<file path="src/rtl/instruction_fetch_unit.sv">
// Instruction fetch unit: holds the fetch PC and issues pipelined requests to
// instruction memory. In-order returns are buffered with their PC in a
// circular prefetch queue that feeds IF/ID. A taken redirect flushes the
// queue and discards responses that are still in flight.
// Optional build macro: IFU_PERF_CNT_EN adds a saturating Fetch_Stall_Count
// output.
module instruction_fetch_unit #(
  parameter logic [31:0] RESET_PC   = 32'h0000_0000,
  parameter int unsigned FIFO_DEPTH = 4
) (
  input  logic        clk,
  input  logic        Reset,
  input  logic        LE,
  input  logic        Redirect,
  input  logic [31:0] Redirect_TA,
  output logic        Imem_Req,
  output logic [31:0] Imem_Addr,
  input  logic        Imem_Ready,
  input  logic        Imem_Rvalid,
  input  logic [31:0] Imem_Rdata,
  output logic [31:0] Instruction_OUT,
  output logic [31:0] PCOG_OUT,
  output logic [31:0] PC4_OUT,
  output logic        Inst_Valid
`ifdef IFU_PERF_CNT_EN
  ,
  output logic [31:0] Fetch_Stall_Count
`endif
);

  localparam int unsigned PtrW = (FIFO_DEPTH > 1) ? $clog2(FIFO_DEPTH) : 1;
  // One extra bit so a count can reach FIFO_DEPTH itself.
  localparam int unsigned CntW = PtrW + 1;
  localparam int unsigned SumW = CntW + 1;

  localparam logic [31:0]     NopInstr     = 32'h0000_0013;
  localparam logic [PtrW-1:0] PtrOne       = PtrW'(1);
  localparam logic [CntW-1:0] CntOne       = CntW'(1);
  localparam logic [SumW-1:0] DepthCredits = SumW'(FIFO_DEPTH);

  logic [31:0]           pc_q;
  logic [31:0]           slot_pc_q    [FIFO_DEPTH];
  logic [31:0]           slot_instr_q [FIFO_DEPTH];
  logic [FIFO_DEPTH-1:0] slot_filled_q, slot_filled_d;
  logic [PtrW-1:0]       alloc_ptr_q, fill_ptr_q, head_ptr_q;
  logic [CntW-1:0]       alloc_cnt_q, alloc_cnt_d;
  logic [CntW-1:0]       drop_cnt_q, drop_cnt_d;
  logic [CntW-1:0]       filled_cnt, unfilled_cnt;
  logic [SumW-1:0]       credits_used;
  logic                  issue, fill, drop, pop;

  // Target alignment discards the low address bits.
  logic unused_ta_lsb;
  assign unused_ta_lsb = ^Redirect_TA[1:0];

  // Credits: every allocated slot and every stale response still owed holds one.
  assign credits_used = {1'b0, alloc_cnt_q} + {1'b0, drop_cnt_q};
  assign Imem_Req     = credits_used < DepthCredits;
  assign Imem_Addr    = pc_q;

  assign issue      = Imem_Req & Imem_Ready;
  assign fill       = Imem_Rvalid & (drop_cnt_q == '0);
  assign drop       = Imem_Rvalid & (drop_cnt_q != '0);
  assign Inst_Valid = slot_filled_q[head_ptr_q];
  assign pop        = LE & Inst_Valid;

  // Head slot drives IF/ID; an empty head shows a NOP bubble.
  always_comb begin
    Instruction_OUT = NopInstr;
    PCOG_OUT        = '0;
    PC4_OUT         = '0;
    if (Inst_Valid) begin
      Instruction_OUT = slot_instr_q[head_ptr_q];
      PCOG_OUT        = slot_pc_q[head_ptr_q];
      PC4_OUT         = slot_pc_q[head_ptr_q] + 32'd4;
    end
  end

  // Allocated-but-unfilled slots become stale responses on a redirect.
  always_comb begin
    filled_cnt = '0;
    for (int unsigned i = 0; i < FIFO_DEPTH; i++) begin
      filled_cnt = filled_cnt + CntW'(slot_filled_q[i]);
    end
    unfilled_cnt = alloc_cnt_q - filled_cnt;
  end

  // Next-state for slot valid bits and the two credit counters.
  always_comb begin
    slot_filled_d = slot_filled_q;
    if (pop) slot_filled_d[head_ptr_q] = 1'b0;
    if (fill) slot_filled_d[fill_ptr_q] = 1'b1;

    alloc_cnt_d = alloc_cnt_q;
    if (issue && !pop) begin
      alloc_cnt_d = alloc_cnt_q + CntOne;
    end else if (!issue && pop) begin
      alloc_cnt_d = alloc_cnt_q - CntOne;
    end

    drop_cnt_d = drop ? (drop_cnt_q - CntOne) : drop_cnt_q;

    if (Redirect) begin
      slot_filled_d = '0;
      alloc_cnt_d   = '0;
      // A response arriving this cycle settles one owed return, fill or drop alike.
      drop_cnt_d    = drop_cnt_q + unfilled_cnt + CntW'(issue) - CntW'(Imem_Rvalid);
    end
  end

  // Control state: fetch PC, queue pointers and counters.
  always_ff @(posedge clk) begin
    if (!Reset) begin
      pc_q          <= RESET_PC;
      slot_filled_q <= '0;
      alloc_ptr_q   <= '0;
      fill_ptr_q    <= '0;
      head_ptr_q    <= '0;
      alloc_cnt_q   <= '0;
      drop_cnt_q    <= '0;
    end else begin
      slot_filled_q <= slot_filled_d;
      alloc_cnt_q   <= alloc_cnt_d;
      drop_cnt_q    <= drop_cnt_d;
      if (Redirect) begin
        pc_q        <= {Redirect_TA[31:2], 2'b00};
        alloc_ptr_q <= '0;
        fill_ptr_q  <= '0;
        head_ptr_q  <= '0;
      end else begin
        if (issue) begin
          pc_q        <= pc_q + 32'd4;
          alloc_ptr_q <= alloc_ptr_q + PtrOne;
        end
        if (fill) fill_ptr_q <= fill_ptr_q + PtrOne;
        if (pop) head_ptr_q <= head_ptr_q + PtrOne;
      end
    end
  end

  // Slot payload; qualified by the valid bits, so no reset is needed.
  always_ff @(posedge clk) begin
    if (issue) slot_pc_q[alloc_ptr_q] <= pc_q;
    if (fill) slot_instr_q[fill_ptr_q] <= Imem_Rdata;
  end

`ifdef IFU_PERF_CNT_EN
  logic [31:0] stall_cnt_q;

  assign Fetch_Stall_Count = stall_cnt_q;

  // Count cycles where ID wants an instruction but none is ready; saturates.
  always_ff @(posedge clk) begin
    if (!Reset) begin
      stall_cnt_q <= '0;
    end else if (LE && !Inst_Valid && !Redirect && (stall_cnt_q != 32'hFFFF_FFFF)) begin
      stall_cnt_q <= stall_cnt_q + 32'd1;
    end
  end
`endif

endmodule

</file>
<file path="config.mk">
export PLATFORM = sky130hd
export DESIGN_NAME = instruction_fetch_unit
export DESIGN_NICKNAME = d
export VERILOG_FILES = /design/src/rtl/instruction_fetch_unit.sv
export SDC_FILE = /design/constraint.sdc
export NUM_CORES = 1
export LEC_CHECK = 0
export CORE_MARGIN = 2
export CORE_UTILIZATION = 50
export DETAILED_ROUTE_END_ITERATION = 8
export PLACE_DENSITY = 0.79
export SYNTH_ARGS = -nofsm -noshare
export SYNTH_HDL_FRONTEND = slang
export SYNTH_SLANG_ARGS = --single-unit
</file>
<file path="constraint.sdc">
create_clock -name clk -period 4.25 [get_ports clk]
set_input_delay 0.6375 -clock clk [delete_from_list [all_inputs] [get_ports clk]]
set_output_delay 0.6375 -clock clk [all_outputs]
set_load 0.02 [all_outputs]
</file>
# Yosys cells after proc, flatten, opt, wreduce, memory -nomap -nowiden
# Memory sizes are Yosys's and may differ from the RTL's. A register that Yosys moved wholly into a read port is not among the register bits.
# Index checks and enable logic that the tools add are counted.
# totals
ram_bits	256
n_memories	2
register_bits	48
out_inout_bits	130
elab_cells	76
# classes
n_bitwise	8
muxes	25
addsub	16
n_reduce_logical	12
n_lt_le_gt_ge	5
# memory_table
name	words	width	rd	rd_ports_with_merged_regs	wr	line_no	source
slot_instr_q	4	32	1	1	1	43	logic [31:0] slot_instr_q [FIFO_DEPTH];
slot_pc_q	4	32	1	1	1	42	logic [31:0] slot_pc_q [FIFO_DEPTH];
# op_table
cell	count
2-to-1 mux 32 bit	5
adder 32 x 3 -> 32 bit (second input constant)	2
2-to-1 mux 3 bit	4
2-to-1 mux 2 bit	4
2-to-1 mux 4 bit	2
2-to-1 mux 1 bit	7
adder 2 x 1 -> 2 bit (second input constant)	3
adder 3 x 1 -> 3 bit	2
< comparator 2 x 3 -> 1 bit (second input constant)	2
nonzero test 2 bit	3
subtractor 3 x 1 -> 3 bit (second input constant)	2
adder 3 x 3 -> 4 bit	1
AND 1 bit	4
AND 4 bit	1
demux 1 bit (select 2 bit)	2
greater-or-equal comparator 2 x 1 -> 1 bit (second input constant)	2
logical AND 1 bit	4
< comparator 4 x 3 -> 1 bit (second input constant)	1
NOT 4 bit	1
bitwise OR 4 bit	1
adder 2 x 1 -> 3 bit	1
adder 3 x 1 -> 3 bit (second input constant)	1
adder 3 bit	1
zero test 3 bit	1
8 further kinds	9

# Logic depth before layout (Yosys ltp)
# Gate-level depths: netlist of the first run.
# depth
depth_word	9
ltp_mapped	13

# Least setup slack after synthesis of the first run
# OpenSTA, ideal clock, no wires.
# synth_timing
path_kind	in2reg
start	input Imem_Rvalid
end	register drop_cnt_q[2]
t_arrival_ns	3.558
path_slack_ns	0.576
stages	11
path_buffers	0
required_time_ns	4.134
cell_sequence	fa_1 fa_1 fa_1 fa_1 inv_1 fa_1 xnor2_1 xnor2_1 xnor2_1 nand2_1 o211a_1
# synth_via
elab_chain_cells	2
word_cells_on_any_way	4
# synth_rtl
element	line_no	source
from (decl)	19	input logic Imem_Rvalid,
subtractor 3 x 1 -> 3 bit / AND 1 bit (equally long branches)	107, 63	
2-to-1 mux 3 bit / nonzero test 2 bit (equally long branches)	n/a	
to (signal assigned)	124	drop_cnt_q <= drop_cnt_d;
to (decl)	47	logic [CntW-1:0] drop_cnt_q, drop_cnt_d;
# Several ways; a longest one is shown, not always the timed one.
# A chain may end at the register's enable or synchronous reset.

==> results of run 1 <==
==> final cells by class <==
type / count / area share [%]
tap: 335 / 2.56
multi-input combinational: 504 / 27.0
timing repair buffer: 217 / 13.0
clock buffer: 37 / 4.62
antenna: 1 / 0.0153
clock inverter: 16 / 0.803
sequential: 296 / 51.4
inverter: 25 / 0.573
==> flip-flops by register name, summed over array words and instances (netlist names), named ones only <==
register,cells
alloc_ptr_q,2
alloc_cnt_q,3
fill_ptr_q,2
slot_filled_q,4
slot_pc_q,120
drop_cnt_q,3
Imem_Addr,30
head_ptr_q,2
slot_instr_q,128
==> metal layers <==
metal / up-vias / wire length [um]
li1: 3718 / -
met1: 4029 / 12400
met2: 277 / 13700
met3: 36 / 1690
met4: 0 / 452
met5: - / 0
==> critical path, stage by stage (launching register included) <==
cell and delay (ns):
dfxtp_4 0.42, buf_12 0.15, buf_4 0.16, mux4_2 0.42
nand3_1 0.13, nand3b_1 0.36, or3_1 0.44, a21oi_1 0.18
clkdlybuf4s50_1 0.64
==> worst paths after layout <==
check | end | cells past startpoint | startpoint | slack (ns)
worst min register to register | alloc_ptr_q[1] | 2 | alloc_ptr_q[1] | 0.51
worst min-delay path | alloc_ptr_q[1] | 2 | alloc_ptr_q[1] | 0.51
worst max-delay path | PC4_OUT[21] | 8 | flop | 0.15
worst max register to register | drop_cnt_q[2] | 12 | alloc_cnt_q[0] | 0.63
==> synthesized netlist by cell type, types with 2 or more instances <==
master,count
o21a_1,4
nor4_1,12
or3_1,12
edfxtp_1,248
nand2b_1,10
or4_1,4
a21oi_1,36
mux2i_1,2
o21ai_0,23
o211a_1,13
o21ai_1,5
buf_4,8
nand2_1,41
clkbuf_1,20
and3_1,7
mux2_1,4
nand3_1,18
fa_1,7
nand4_2,2
and2_1,70
dfxtp_1,48
and4_1,15
o311a_1,2
xnor2_1,36
nand4_1,12
mux4_2,56
buf_1,6
xor2_1,15
o31ai_1,3
nor2_1,35
nor3_1,12
mux4_1,6
nand4b_1,2
ha_1,21
nor2b_1,2
buf_2,10
inv_1,23
==> power breakdown <==
part	leakage, nW	switching, mW	internal [mW]
clock network	0.433	1.02	1.38
registers	2.67	0.130	3.41
logic	2.37	0.820	0.678
total	5.47	1.97	5.46
==> cell families (layout without fill, tap and decap cells) <==
group | count (synthesis) | in the layout | synth area share, %
DFF | 296 | 296 | 64.0
and+or+nand+nor | 261 | 261 | 11.4
AOI/OAI and AO/OA | 90 | 90 | 4.22
buffers and inverters | 71 | 295 | 2.53
muxes | 68 | 68 | 11.3
xor gates and xnor gates | 51 | 51 | 3.40
adders and majority gates | 28 | 28 | 3.07
other | 1 | 7 | 0.0285
==> per-stage QoR <==
| stage | utilization (%) | hold slack (ns) |
|---|---|---|
| 2_1_floorplan | - | 0.469 |
| 3_3_place_gp | 59.5 | 0.480 |
| 3_5_place_dp | 59.5 | 0.492 |
| 4_1_cts | 63.1 | 0.513 |
| 5_1_grt | 63.2 | 0.538 |
| 6_report | 63.2 | 0.512 |
==> repair_timing <==
item | CTS | global route
hold endpoints to repair | 0 | 0
cloned | 0 | 0
gates resized for setup | 8 | 1
hold buffers | 0 | 0
setup buffers | 3 | 1
setup endpoints to repair | 5 | 2
==> flow_summary.toml, run 1 <==
[setup_path]
startpoint_type = "flop"
path_max_fanout = 11
critPathKind = "flop to primary output"
end_kind = "primary output"
arrival_ns = 3.46
worstPathRequired_ns = 3.61

[power_and_ir_drop]
finalPower_mw = 7.44
peakVddDrop_uv = 267
power.leakage_nw = 5.47
p_per_area_nw_per_um2 = 454

[place]
placed_cells = 1373
place_area_um2 = 15400
dp_slack_ns = -0.0251
portBuffers = 191
dp_hpwl_mm = 18.8
gp_congestion = 0.809

[cells_and_area]
final_common_cell = "edfxtp_1"
multi_input_area_um2 = 4420
area_growth_pct = 24.6
nets = 1171
layout-drive-gt1-share_pct = 12.0
nFillCells = 1859
fin_area_um2 = 16400
final_cell_mix = "248 x edfxtp_1, 186 x clkdlybuf4s50_1, 70 x and2_1, 56 x mux4_2, 46 x dfxtp_1"
seq_area_um2 = 8410
stdcell_count = 1431

[timing]
finalClockSkew_ns = 0.00814
relSlewSlack_pct = 53.0
hold_viol = 0
final.min_clock_period_ns = 4.10
tns_ns = 0
worst_pin_slew_ns = 0.704
rsz0062_at_grt = "no"
fmax_mhz = 244
finalCritPeriodShare_pct = 96.4
setup_violations = 0
fin_ws_ns = 0.154
finalMaxSlewViolations = 0

[clocking]
cts_num_sinks = 296
clk_latency_ns = 0.54
clk_pin_slew_worst_paths_ns = 0.06
cts_buffers = 29
tritoncts = "yes"
cts_root_buffer = "clkbuf_16"
ctsHtreeMaxLevel = 1
clock_tree.buffer_depth = 3

[drt]
drtAntennaViolNets = 0
drt-wirelength-per-cell_um = 19.7
drt_iter0_markers = 772
first_pass_iters = 5
post-route-drc-count = 0
via_per_inst = 5.63
vias = 8060
wirelength_mm = 28.2

[min_path]
min_path_type = "flop to flop"

[global_route]
grt_first_pass_wirelength_mm = 44.6
use_met3_pct = 2.91
antenna_found_initial = 1
grt_use_met2_pct = 32.9
track_usage_pct = 20.3
met1_usage_pct = 29.8
grt_max_degree = 50
gr-total-overflow = 0
grt.busiest_layer = "met2"
grt_pass1_vias = 7956

[synthesis]
synthCells = 866
yosysSeqAreaShare_pct = 64.0
yosys_warnings = 0
ys_seq_elements = 296
ys_types = 53
synthArstFlopShare_pct = 0
syn_area_per_cell_um2 = 15.2
netlist_area_um2 = 13100
synth_top_area_share_pct = 56.7
synthFlopType = "edfxtp_1"
synth_top_area_cell = "edfxtp_1"
synthTopCellsByArea = "edfxtp_1 57%, mux4_2 9.6%, dfxtp_1 7.3%"
synth_edf_count = 248

[floorplanning]
core_area_um2 = 25900
dieArea_um2 = 27600
dieWidth_um = 166
die_h_um = 166
start_util_pct = 50.7
ios = 200
rows = 59

[outcome]
status = "completed"

[flow_run]
cap_violations = 0
Power figures use the tool's default switching activity.
==> run 2: changes to the inputs <==
--- a/config.mk
+++ b/config.mk
@@ -5,6 +5,7 @@
 export SDC_FILE = /design/constraint.sdc
 export NUM_CORES = 1
 export LEC_CHECK = 0
+export CAP_MARGIN = 25
 export CORE_MARGIN = 2
 export CORE_UTILIZATION = 50
 export DETAILED_ROUTE_END_ITERATION = 8
==> results of run 2 <==
The final DEF is identical to that of run 1; final timing and power are the same.
==> run 3: changes to the inputs <==
--- a/config.mk
+++ b/config.mk
@@ -5,7 +5,7 @@
 export SDC_FILE = /design/constraint.sdc
 export NUM_CORES = 1
 export LEC_CHECK = 0
-export CAP_MARGIN = 25
+export CAP_MARGIN = 10
 export CORE_MARGIN = 2
 export CORE_UTILIZATION = 50
 export DETAILED_ROUTE_END_ITERATION = 8
==> constraint.sdc (replaced) <==
create_clock -name clk -period 3.9 [get_ports clk]
set_input_delay 0.585 -clock clk [delete_from_list [all_inputs] [get_ports clk]]
set_output_delay 0.585 -clock clk [all_outputs]
set_load 0.02 [all_outputs]
==> flow_summary.toml, run 3 (same netlist as run 1, synthesis figures left out) <==
[power_and_ir_drop]
peakVddDrop_uv = 323
power.leakage_nw = 5.55
finalPower_mw = 7.99
p_per_area_nw_per_um2 = 488

[drt]
route.met2.wl_mm = 13.9
drtAntennaViolNets = 0
wirelength_mm = 28.7
route.met3.wl_mm = 1.67
post-route-drc-count = 0
drt_iter0_markers = 719
top_layer = "met4"
first_pass_iters = 5
wl_met1_mm = 12.8
vias = 8097
via_per_inst = 5.64
drt-wirelength-per-cell_um = 20.0

[timing]
hold_viol = 0
rsz0062_at_grt = "no"
relSlewSlack_pct = 54.3
tns_ns = 0
fin_ws_ns = 0.101
fmax_mhz = 263
finalCritPeriodShare_pct = 97.4
final.min_clock_period_ns = 3.80
worst_pin_slew_ns = 0.684
finalMaxSlewViolations = 0
holdWs_ns = 0.496
setup_violations = 0
finalClockSkew_ns = 0.00795

[outcome]
status = "completed"

[cells_and_area]
nets = 1176
largest_reg_flops = 128
final_cell_mix = "248 x edfxtp_1, 178 x clkdlybuf4s50_1, 70 x and2_1, 59 x mux4_2, 46 x dfxtp_1"
largest-register = "slot_instr_q"
nFillCells = 1889
layout-drive-gt1-share_pct = 13.4
final_common_cell = "edfxtp_1"
fin_util_pct = 63.2
area_growth_pct = 24.7
diodes = 0
fin_area_um2 = 16400
stdcell_count = 1435

[setup_path]
end_kind = "primary output"
startpoint_type = "flop"
path_max_fanout = 19
critPathKind = "flop to primary output"
worstReg2RegStart = "alloc_cnt_q[0]"
worstPathRequired_ns = 3.31
arrival_ns = 3.21

[global_route]
gr-total-overflow = 0
grt_max_degree = 47
antenna_found_initial = 0
track_usage_pct = 20.4
grt_pass1_vias = 7965
grt_first_pass_wirelength_mm = 45.0

[clocking]
cts_buffers = 28
clk_pin_slew_worst_paths_ns = 0.06
hold_buffers = 0
tritoncts = "yes"
cts_root_buffer = "clkbuf_16"
clk_latency_ns = 0.53
ctsHtreeMaxLevel = 1
cts_num_sinks = 296
clock_tree.buffer_depth = 3

[place]
placed_cells = 1377
gp_congestion = 0.829
place_area_um2 = 15500
dp_hpwl_mm = 18.7
dp_slack_ns = -0.304
portBuffers = 191

[floorplanning]
core_area_um2 = 25900
start_util_pct = 50.7
ios = 200
dieArea_um2 = 27600
rows = 59
die_h_um = 166
dieWidth_um = 166

[min_path]
min_path_type = "flop to flop"
min_from = "alloc_ptr_q[1]"

[flow_run]
cap_violations = 0
[run 3: cell count changes in the layout (fill, tap and decap cells not counted), sizes merged, moves of 2 or more]
cell,delta
buf,+6
bufinv,-2
inv,-2
clkdlybuf4s50,-8
clkinv,-2
dlymetal6s2s,+4
clkbuf,+6
[run 3: worst max-delay path, cell delays in order, from the launching register on]
cell and delay [ns]:
dfxtp_4 0.38, buf_12 0.17, mux4_2 0.46, nand4_4 0.16, or4b_4 0.63, or3_1 0.39, a21oi_1 0.15, dlygate4sd2_1 0.35
[run 3: power breakdown]
part	switching [mW]	internal [mW]
sequential	0.145	3.71
clock	1.09	1.38
combinational	0.904	0.761
total	2.13	5.86
[run 3: final cells by class]
cell class | instances | area, um2 | area share [%]
Clock inverter | 11 | 52.6 | 0.321
Multi-Input combinational cell | 504 | 4440 | 27.1
Timing Repair Buffer | 223 | 2180 | 13.3
Clock buffer | 41 | 781 | 4.77
Inverter | 25 | 93.8 | 0.573
Sequential cell | 296 | 8420 | 51.4
Tap cell | 335 | 419 | 2.56
[run 3: final timing paths]
check / slack (ns) / to / cells past startpoint
max: 0.10 / PC4_OUT[26] / 7
min: 0.50 / alloc_ptr_q[1] / 2
max reg2reg: 0.29 / drop_cnt_q[2] / 12
min reg2reg: 0.50 / alloc_ptr_q[1] / 2
[run 3: what timing repair did]
action / CTS / global route
endpoints found under the setup margin: 14 / 11
hold endpoints to repair: 0 / 0
setup buffers: 3 / 3
gates resized for setup: 21 / 14
pin swaps: 1 / 0
[run 3: per-layer routing]
metal,global-route usage (%),vias to the layer above
met1,29.3,4047
li1,-,3730
met5,0,-
met4,3.63,0
met2,33.6,289
met3,3.36,31
